[src/rtl/circle_gen_pkg.sv]
`default_nettype none
// ============================================================
// Module   : circle_gen_pkg
// Brief    : Shared types for the circle rasteriser.
// Revision : 1.0
// ============================================================
package circle_gen_pkg;

  typedef enum logic [2:0] {
    S_IDLE   = 3'd0,
    S_INIT   = 3'd1,
    S_PLOT   = 3'd2,
    S_SPAN   = 3'd3,
    S_UPDATE = 3'd4,
    S_DONE   = 3'd5
  } state_t;

  typedef logic [2:0] octant_t;
  typedef logic [1:0] run_t;

endpackage
`default_nettype wire

[src/rtl/circ_span_walker.sv]
`default_nettype none
// ============================================================
// Module   : circ_span_walker
// Brief    : Walks one horizontal run left to right, one pixel per cycle.
// Revision : 1.0
// ============================================================
module circ_span_walker
  import circle_gen_pkg::*;
#(
  parameter int W = 10
) (
  input  logic                clk,
  input  logic                rst,
  input  logic                en,
  input  logic signed [W-1:0] left,
  input  logic signed [W-1:0] right,
  input  logic signed [W-1:0] row,
  output logic signed [W-1:0] x,
  output logic signed [W-1:0] y,
  output logic                last
);

  logic [W-1:0] r_cnt;

  // Offset from the left end; rewinds after the last pixel so the next run starts at its own left.
  always_ff @(posedge clk) begin
    if (rst || !en) begin
      r_cnt <= '0;
    end else if (last) begin
      r_cnt <= '0;
    end else begin
      r_cnt <= r_cnt + W'(1);
    end
  end

  assign x    = left + r_cnt;
  assign y    = row;
  assign last = (x == right);

endmodule
`default_nettype wire

[src/rtl/circle_gen.sv]
`default_nettype none
// ============================================================
// Module   : circle_gen
// Brief    : Midpoint circle rasteriser, outline or filled disc.
// Revision : 1.0
// ============================================================
module circle_gen
  import circle_gen_pkg::*;
#(
  parameter int XW    = 8,
  parameter int YW    = 7,
  parameter int CW    = 3,
  parameter int SCR_W = 160,
  parameter int SCR_H = 120
) (
  input  logic          clk,
  input  logic          rst,
  input  logic          start,
  input  logic [XW-1:0] centre_x,
  input  logic [YW-1:0] centre_y,
  input  logic [XW-1:0] radius,
  input  logic [CW-1:0] colour,
  input  logic [7:0]    octant_mask,
  input  logic          fill,
  output logic          done,
  output logic [XW-1:0] vga_x,
  output logic [YW-1:0] vga_y,
  output logic [CW-1:0] vga_colour,
  output logic          vga_plot
);

  // Wide enough that no reachable coordinate wraps into the visible window.
  localparam int SW = ((XW > YW) ? XW : YW) + 2;
  localparam logic signed [SW-1:0] c_zero    = SW'(0);
  localparam logic signed [SW-1:0] c_one     = SW'(1);
  localparam logic signed [SW-1:0] c_scr_w   = SW'(SCR_W);
  localparam logic signed [SW-1:0] c_scr_h   = SW'(SCR_H);

  state_t               r_state, w_state_nx;
  logic [XW-1:0]        r_cx, r_radius;
  logic [YW-1:0]        r_cy;
  logic [CW-1:0]        r_colour;
  logic [7:0]           r_mask;
  logic                 r_fill;
  logic signed [SW-1:0] r_ox, r_oy, r_crit;
  octant_t              r_oct;
  run_t                 r_run;

  logic signed [SW-1:0] w_cx, w_cy, w_r;
  logic signed [SW-1:0] w_ox_nx, w_oy_nx, w_crit_nx;
  logic                 w_loop;
  logic signed [SW-1:0] w_span_left, w_span_right, w_span_row, w_span_x, w_span_y;
  logic                 w_span_last;
  logic signed [SW-1:0] w_px, w_py;
  logic                 w_vis;

  assign w_cx = SW'(r_cx);
  assign w_cy = SW'(r_cy);
  assign w_r  = SW'(r_radius);

  always_comb begin
    w_oy_nx   = r_oy + c_one;
    w_ox_nx   = r_ox;
    w_crit_nx = r_crit + (w_oy_nx <<< 1) + c_one;
    if (r_crit > c_zero) begin
      w_ox_nx   = r_ox - c_one;
      w_crit_nx = r_crit + ((w_oy_nx - w_ox_nx) <<< 1) + c_one;
    end
    w_loop = (w_oy_nx <= w_ox_nx);
  end

  always_ff @(posedge clk) begin
    if (rst) begin
      r_cx     <= '0;
      r_cy     <= '0;
      r_radius <= '0;
      r_colour <= '0;
      r_mask   <= '0;
      r_fill   <= 1'b0;
      r_ox     <= '0;
      r_oy     <= '0;
      r_crit   <= '0;
      r_oct    <= '0;
      r_run    <= '0;
    end else begin
      case (r_state)
        S_IDLE: begin
          if (start) begin
            r_cx     <= centre_x;
            r_cy     <= centre_y;
            r_radius <= radius;
            r_colour <= colour;
            r_mask   <= octant_mask;
            r_fill   <= fill;
          end
        end
        S_INIT: begin
          r_ox   <= w_r;
          r_oy   <= '0;
          r_crit <= c_one - w_r;
          r_oct  <= '0;
          r_run  <= '0;
        end
        S_PLOT:   r_oct <= r_oct + 3'd1;
        S_SPAN:   if (w_span_last) r_run <= r_run + 2'd1;
        S_UPDATE: begin
          r_ox   <= w_ox_nx;
          r_oy   <= w_oy_nx;
          r_crit <= w_crit_nx;
        end
        default: ;
      endcase
    end
  end

  always_ff @(posedge clk) begin
    if (rst) r_state <= S_IDLE;
    else     r_state <= w_state_nx;
  end

  always_comb begin
    w_state_nx = r_state;
    case (r_state)
      S_IDLE:   if (start) w_state_nx = S_INIT;
      S_INIT:   w_state_nx = r_fill ? S_SPAN : S_PLOT;
      S_PLOT:   if (r_oct == 3'd7) w_state_nx = S_UPDATE;
      S_SPAN:   if ((r_run == 2'd3) && w_span_last) w_state_nx = S_UPDATE;
      S_UPDATE: w_state_nx = w_loop ? (r_fill ? S_SPAN : S_PLOT) : S_DONE;
      S_DONE:   if (!start) w_state_nx = S_IDLE;
      default:  w_state_nx = S_IDLE;
    endcase
  end

  // Runs 0/1 are the wide rows at cy+-oy, runs 2/3 the narrow rows at cy+-ox.
  always_comb begin
    w_span_left  = r_run[1] ? (w_cx - r_oy) : (w_cx - r_ox);
    w_span_right = r_run[1] ? (w_cx + r_oy) : (w_cx + r_ox);
    case (r_run)
      2'd0:    w_span_row = w_cy + r_oy;
      2'd1:    w_span_row = w_cy - r_oy;
      2'd2:    w_span_row = w_cy + r_ox;
      default: w_span_row = w_cy - r_ox;
    endcase
  end

  circ_span_walker #(.W(SW)) u_walker (
    .clk   (clk),
    .rst   (rst),
    .en    (r_state == S_SPAN),
    .left  (w_span_left),
    .right (w_span_right),
    .row   (w_span_row),
    .x     (w_span_x),
    .y     (w_span_y),
    .last  (w_span_last)
  );

  always_comb begin
    w_px = '0;
    w_py = '0;
    if (r_state == S_PLOT) begin
      case (r_oct)
        3'd0:    begin w_px = w_cx + r_ox; w_py = w_cy + r_oy; end
        3'd1:    begin w_px = w_cx + r_oy; w_py = w_cy + r_ox; end
        3'd2:    begin w_px = w_cx - r_ox; w_py = w_cy + r_oy; end
        3'd3:    begin w_px = w_cx - r_oy; w_py = w_cy + r_ox; end
        3'd4:    begin w_px = w_cx - r_ox; w_py = w_cy - r_oy; end
        3'd5:    begin w_px = w_cx - r_oy; w_py = w_cy - r_ox; end
        3'd6:    begin w_px = w_cx + r_ox; w_py = w_cy - r_oy; end
        default: begin w_px = w_cx + r_oy; w_py = w_cy - r_ox; end
      endcase
    end else if (r_state == S_SPAN) begin
      w_px = w_span_x;
      w_py = w_span_y;
    end
    w_vis = (w_px >= c_zero) && (w_px < c_scr_w) && (w_py >= c_zero) && (w_py < c_scr_h);
  end

  always_comb begin
    done       = (r_state == S_DONE);
    vga_plot   = ((r_state == S_PLOT) && r_mask[r_oct] && w_vis) ||
                 ((r_state == S_SPAN) && w_vis);
    vga_x      = w_px[XW-1:0];
    vga_y      = w_py[YW-1:0];
    vga_colour = vga_plot ? r_colour : '0;
  end

endmodule
`default_nettype wire

[config.mk]
export PLATFORM = sky130hd
export DESIGN_NAME = circle_gen
export DESIGN_NICKNAME = d
export VERILOG_FILES = /design/src/rtl/circle_gen_pkg.sv /design/src/rtl/circ_span_walker.sv /design/src/rtl/circle_gen.sv
export SDC_FILE = /design/constraint.sdc
export NUM_CORES = 1
export LEC_CHECK = 0
export ABC_AREA = 1
export CORE_UTILIZATION = 45
export CTS_CLUSTER_SIZE = 24
export DETAILED_ROUTE_END_ITERATION = 10
export HOLD_SLACK_MARGIN = 0.15
export SYNTH_ARGS = -nofsm -noshare
export SYNTH_HDL_FRONTEND = slang
export SYNTH_HIERARCHICAL = 1
export SYNTH_SLANG_ARGS = --single-unit
[constraint.sdc]
create_clock -name clk -period 5.5 [get_ports clk]
set_input_delay 1.375 -clock clk [delete_from_list [all_inputs] [get_ports clk]]
set_output_delay 1.375 -clock clk [all_outputs]
set_load 0.05 [all_outputs]
---- Word-level counts from Yosys, hierarchy flattened ----
Index checks and enable logic that the tools add are counted.
word-level totals
  register bits after elaboration ......... 83
  logic and storage cells ................. 114
cells by class
  $add $sub $neg .......................... 20
  eq/ne operators ......................... 21
  mux-type cells .......................... 27
  magnitude comparators ................... 7
  reduce and logical (&&, ||, !) cells .... 26
operators by type and width
  kind                   number
  $pmux 10 s3            3
  $mux 10                8
  $pmux 10 s2            3
  $add 10x10->10         3
  $add 10x2->10 const B  3
  $add 8x10->10          2
  $add 9x10->10          2
  $ge 10x1->1 const B    2
  $sub 8x10->10          2
  $sub 9x10->10          2
  $eq 3x3->1 const B     6
  $mux 3                 6
  $pmux 3 s6             1
  $reduce_or 2->1        7
  $eq 3x2->1 const B     4
  $add 10x1->10 const B  1
  $eq 10x10->1           1
  $gt 10x1->1 const B    1
  $le 10x10->1           1
  $lt 10x8->1 const B    1
  $lt 10x9->1 const B    1
  $ne 2x2->1 const B     5
  $sub 10x2->10 const B  1
  $sub 1x8->9 const A    1
  20 further kinds       34

---- Longest topological paths before layout ----
  depth in word-level cells ............... 12
  mapped depth ............................ 28
  depth with buffers taken out ............ 27

---- Hierarchy ----
Netlist, hierarchy kept.
modules (own cells, without submodules)
  module            seq. area each (µm²)  area each (µm²)  cells each  instances
  circle_gen        1,461.4               9,598.0          1,559       1
  circ_span_walker  200.2                 1,323.8          227         1

---- Least setup slack after synthesis ----
Ideal clock, no wire load.
  path kind ............................... flip-flop to output port
  start point ............................. reg r_ox[7]
  end point ............................... out vga_colour[0]
  path buffers ............................ 2
  cell stages (with the launch flop) ...... 25
  data arrival time ....................... 3.855 ns
  data required time ...................... 4.125 ns
  path slack .............................. 0.270 ns
  cells stage by stage .................... dfxtp_1 -> buf_2 -> inv_1 -> ha_1 -> clkbuf_2 -> inv_1 -> o21ai_0 -> nor2_1 -> nand3_1 -> nand3_1 -> o21ai_0 -> ha_1 -> nand2_1 -> inv_1 -> a21oi_1 -> nand3_1 -> nand2_1 -> nand2_1 -> o41ai_2 -> inv_1 -> a21oi_1 -> nand2_1 -> inv_1 -> nand3_2 -> nor2_1
between the ends
  word-level cells in the longest chain between the ends .. 12
  elaborated cells on any way between the ends .. 24
  those cells by class .................... add/sub: 5; order compare: 4; mux: 9; reduce/logical: 6
ends and longest elaborated chain
  item                                         RTL line                              RTL
  start: declaration                           circle_gen.sv:45                      logic signed [SW-1:0] r_ox, r_oy, r_crit;
  start signal: assignment                     circle_gen.sv:98                      r_ox <= w_r;
  start signal: assignment                     circle_gen.sv:107                     r_ox <= w_ox_nx;
  $sub 9x10->10 *                              circle_gen.sv:136                     w_span_left = r_run[1] ? (w_cx - r_oy) : (w_cx - r_ox);
  $mux 10 *                                    circle_gen.sv:136
  via w_span_left[8]                           circle_gen.sv:52                      logic signed [SW-1:0] w_span_left, w_span_right, w_span_row, w_span_x, w_span_y;
  $add 10x10->10 *                             circ_span_walker.sv:36                assign x = left + r_cnt;
  via w_span_x[9]                              circle_gen.sv:52
  $mux 10 *                                    circle_gen.sv:172                     end else if (r_state == S_SPAN) begin
  $mux 10 *                                    circle_gen.sv:161                     if (r_state == S_PLOT) begin
  $ge 10x1->1 or $lt 10x9->1 (tied branches)   circle_gen.sv:176                     w_vis = (w_px >= c_zero) && (w_px < c_scr_w) && (w_py >= c_zero) && (w_py < c_scr_h);
  $logic_and 1x1->1 * (3 in series)            circle_gen.sv:176
  $logic_and 1x1->1, on equally long branches  circle_gen.sv:181, circle_gen.sv:182
  $logic_or 1x1->1 *                           circle_gen.sv:181                     vga_plot = ((r_state == S_PLOT) && r_mask[r_oct] && w_vis) ||
  $mux 3 *                                     circle_gen.sv:185                     vga_colour = vga_plot ? r_colour : '0;
  end: declaration                             circle_gen.sv:28                      output logic [CW-1:0] vga_colour,
Mark *: on every way through the listed nets, which the timed path passes. The rest lies on a longest branch.

---- Worst setup path in the final report ----
  start point ............................. reg r_oy[0]
  end point ............................... out vga_colour[1]
between the ends
  elaborated cells on any way between the ends .. 24
  those cells by class .................... add/sub: 5; order compare: 4; mux: 9; reduce/logical: 6
RTL lines
  item                                            RTL line                              RTL
  start: declaration                              circle_gen.sv:45
  start signal: assignment                        circle_gen.sv:108                     r_oy <= w_oy_nx;
  $sub 8x10->10 or $add 8x10->10 (tied branches)  circle_gen.sv:140, circle_gen.sv:139
  $pmux 10 s3 *                                   circle_gen.sv:138                     case (r_run)
  via w_span_row[8]                               circle_gen.sv:52
  $mux 10 *                                       circle_gen.sv:172
  $mux 10 *                                       circle_gen.sv:161
  $ge 10x1->1                                     circle_gen.sv:176
  $logic_and 1x1->1                               circle_gen.sv:176
  $logic_and 1x1->1 *                             circle_gen.sv:176
  $logic_and 1x1->1, on equally long branches     circle_gen.sv:181, circle_gen.sv:182
  $logic_or 1x1->1 *                              circle_gen.sv:181
  $mux 3 *                                        circle_gen.sv:185
Marks and branches as above.

==> summary.md <==
| Metric | Value |
|---|---|
| Sequential share of the synthesized area | `15.2%` |
| VDD IR-drop max | `0.409 mV` |
| Final RePlAce weighted congestion | `0.966` |
| Synth Area in Adders | `15.7%` |
| Power density relative to cell area | `539 mW/mm^2` |
| Final #Nets | `2009` |
| Total Neg Setup Slack | `0 ns` |
| TritonCTS clock tree | `done` |
| Most used cell along the critical path | `sky130_fd_sc_hd__nand3_1` |
| Via count | `12.1k` |
| Max transition margin | `35.7%` |
| Least-Margin Pin Slew | `0.963 ns` |
| Die Area | `0.0249 sq mm` |
| Fraction of synthesis flops using an asynchronous set or reset pin | `0%` |
| Vertical die dimension | `158 microns` |
| Top area cells in the synthesized netlist | `sky130_fd_sc_hd__nand2_1, sky130_fd_sc_hd__dfxtp_1, sky130_fd_sc_hd__ha_1, sky130_fd_sc_hd__nand3_1, sky130_fd_sc_hd__inv_1` |
| Post-Synth Simple-Gate Area | `35.4%` |
| Initial core utilization | `46.3%` |
| Routed WL per cell | `19.2 microns` |
| Clk pin slew, worst setup/hold paths | `0.08 ns` |
| 1st-iter DRT viols | `1143` |
| Worst hold margin | `0.461 ns` |
| Post-route ant nets | `0` |
| Number of port buffers | `57` |
| Pins over their slew limit | `0` |
| Source-to-sink clock delay at the later pin of the worst-skew pair | `0.36 ns` |
| Period minus WS final | `5.36 ns` |
| Global route overflow | `0` |
| Most repeated cell in the gate-level netlist after synthesis | `sky130_fd_sc_hd__nand2_1` |
| Final Hold Vio Count | `0` |
| Wire length of the first global-routing pass | `63300 microns` |
| Synth unique cells | `64` |
| Post-synthesis compound-gate area fraction | `16.6%` |
| Multiplexer share of the synthesized area | `0.183%` |
| Count of hold buffers inserted by post-cts repair | `0` |
| HPWL after detailed placement | `33700 microns` |
| Critical path endpoint category | `primary output` |
| Worst clock skew on the final layout | `0.0101 ns` |
| Aggregate global-route resource usage | `33.8%` |
| Synthesized netlist net count | `1954` |
| Number of antenna violations at the first check in global routing | `1` |
| Result of the run | `finished, final reports clean` |
| Number of warnings issued by yosys | `6` |
| Post-Syn Instances | `1786` |
| Stage delay of the slowest cell on the critical path | `0.40 ns` |
| Buffers from clock root to sink, at most | `2` |
| Number of synthesized register bits | `83` |
| I/O pin count | `58` |
| Crit start category | `register` |
| Share of layout cells above drive strength 1 | `13.2%` |
| WS Path Type | `reg2out` |
| Post-synthesis cell area | `0.0109 sq mm` |
| Synthesized area per cell | `6.12 sq um` |
| Std-Cell Rows | `56` |
| Main combinational cell family by area after synthesis | `simple AND/OR/NAND/NOR gates` |
| Post-synth EDFFs | `0` |
| Cell breakdown of the critical path | `buf_4 > ha_1 > inv_1 > fa_2 > nand4_1 > nand3_1 > nand3_1 > nand3_1 > nand3_1 > o2111ai_1 > o21a_1 > or3_4 > o41ai_2 > inv_1 > a21oi_1 > nand2_1 > inv_2 > nand3_4 > nor2_4 > buf_12` |
| Required time of the critical path | `4.12 ns` |
| Number of max-cap violations | `0` |
| Core region area | `0.0236 sq mm` |
| Leading register cell type out of synthesis | `sky130_fd_sc_hd__dfxtp_1` |
| Die outline width | `158 microns` |
| Cell taking the most area after synthesis | `sky130_fd_sc_hd__nand2_1` |
| Count of final setup violators | `0` |
| Post-detailed-routing wire length | `41600 microns` |
| Static Leak | `6.23 nW` |
| Root buffer cell | `sky130_fd_sc_hd__clkbuf_16` |
| DRC violation count after routing | `0` |
| Post-synth top area share | `15.9%` |
| Number of global-route vias before repair | `11.0k` |
| Maximum number of pins on one net before global-route repair | `46` |
| Via density | `5.56` |
| Post-synthesis to final-layout area growth | `17.0%` |
| Xor/xnor cell area share of the yosys netlist | `4.89%` |
| CP max-delay cell | `sky130_fd_sc_hd__fa_2` |
| Num CTS Buffers | `9` |
| Arrival time at the worst endpoint | `3.98 ns` |
| Flop2flop setup slack | `0.96 ns` |
| Achievable Freq | `187 MHz` |
| Max FO, Critical Path | `9` |
| Fraction of the cycle the final worst path needs | `97.4%` |
| Total clock sinks | `83` |
| Cell types with the highest counts after synthesis | `sky130_fd_sc_hd__nand2_1, sky130_fd_sc_hd__inv_1, sky130_fd_sc_hd__nand3_1` |
| H-Tree Depth | `3` |
| Router iterations before antenna repair | `5` |
| Class of the tightest hold or removal check | `reg2reg` |
[critical path, delay by kind of cell, from the launching register on]
family	cells	cell delay, ns
fa+ha+maj	2	0.59
buf+inv	5	0.58
compound gates	4	0.69
simple gates	9	1.35
flops	1	0.39
[cells by family (layout without fill, tap and decap cells)]
group,Yosys count,after routing
adders and majority gates,130,130
AOI/OAI and AO/OA,312,312
DFF,83,83
other,0,2
and+or+nand+nor,876,876
xor gates and xnor gates,61,61
muxes,2,2
buffers and inverters,322,382
[cell usage in the layout, fill, tap and decap left out, drive strengths merged, types with 3 or more instances in the layout]
| cell | Yosys | final |
|---|---|---|
| nand2 | 476 | 476 |
| inv | 252 | 256 |
| nand3 | 216 | 216 |
| a21oi | 148 | 148 |
| ha | 118 | 118 |
| nor2 | 103 | 103 |
| o21ai | 91 | 91 |
| dfxtp | 83 | 83 |
| buf | 38 | 64 |
| clkdlybuf4s50 | 0 | 50 |
| xor2 | 47 | 47 |
| nand4 | 34 | 34 |
| nor3 | 29 | 29 |
| a31oi | 15 | 15 |
| xnor2 | 14 | 14 |
| fa | 12 | 12 |
| or2 | 10 | 10 |
| clkbuf | 32 | 9 |
| o21bai | 9 | 9 |
| a41oi | 5 | 5 |
| o2111ai | 5 | 5 |
| o22ai | 5 | 5 |
| a22o | 5 | 5 |
| a21o | 4 | 4 |
| o211ai | 4 | 4 |
| o21a | 4 | 4 |
| nand3b | 3 | 3 |
| o221ai | 3 | 3 |
| a21boi | 3 | 3 |
[what timing repair did]
action,4_1_cts,5_1_grt
pin swaps,4,23
buffers inserted,1,9
gates resized for setup,33,95
endpoints found under the setup margin,4,5
[metal layers]
layer / routed length [microns] / track usage, % / share of wire [%]
met1: 19100 / 47.9 / 46
met2: 17900 / 51.6 / 43
met5: 0 / 0 / 0
met4: 1160 / 9.89 / 2.8
met3: 3520 / 5.89 / 8.5
[flip-flops by register name, indices dropped and copies added (netlist names)]
signal	cells
r_colour	3
r_crit	10
r_cx	8
r_cy	7
r_fill	1
r_mask	8
r_oct	3
r_ox	10
r_oy	10
r_radius	8
r_run	2
r_state	3
u_walker/r_cnt	10
[metrics by stage]
stage                     setup WS, ns  power [mW]  cells  instance area, sq um  util (%)
after floorplan                  0.270        4.44   1786                 10900         -
final                            0.143        6.88   2167                 12800      54.1
after global routing           -0.0157        7.49   2165                 12800      54.1
after detailed placement        0.0546        5.75   2139                 11900      50.5
after CTS                       0.0100        6.51   2156                 12400      52.4
after global placement         -0.0173        5.72   2139                 11900      50.5
[area by class of cell]
cell class / count / area, sq um
multi-input combinational: 1381 / 8370
inverter: 252 / 956
fill: 2513 / 10800
timing repair buffer: 114 / 1030
sequential: 83 / 1690
tap: 319 / 399
clock inverter: 7 / 92.6
antenna: 2 / 5.00
clock buffer: 9 / 225
[path summary, 6_finish.rpt]
kind               startpoint       endpoint  cells after the start
setup / recovery      r_oy[0]  vga_colour[1]                     20
hold / removal    r_radius[0]    r_radius[0]                      2
setup reg to reg      r_oy[0]      r_crit[8]                     18
hold reg to reg   r_radius[0]    r_radius[0]                      2
[where the power goes]
group	leakage [nW]	internal [mW]	switching [mW]
Combinational	5.38	1.85	3.42
Sequential	0.685	0.740	0.190
Clock	0.156	0.366	0.315
(Power assumes the default switching activity.)
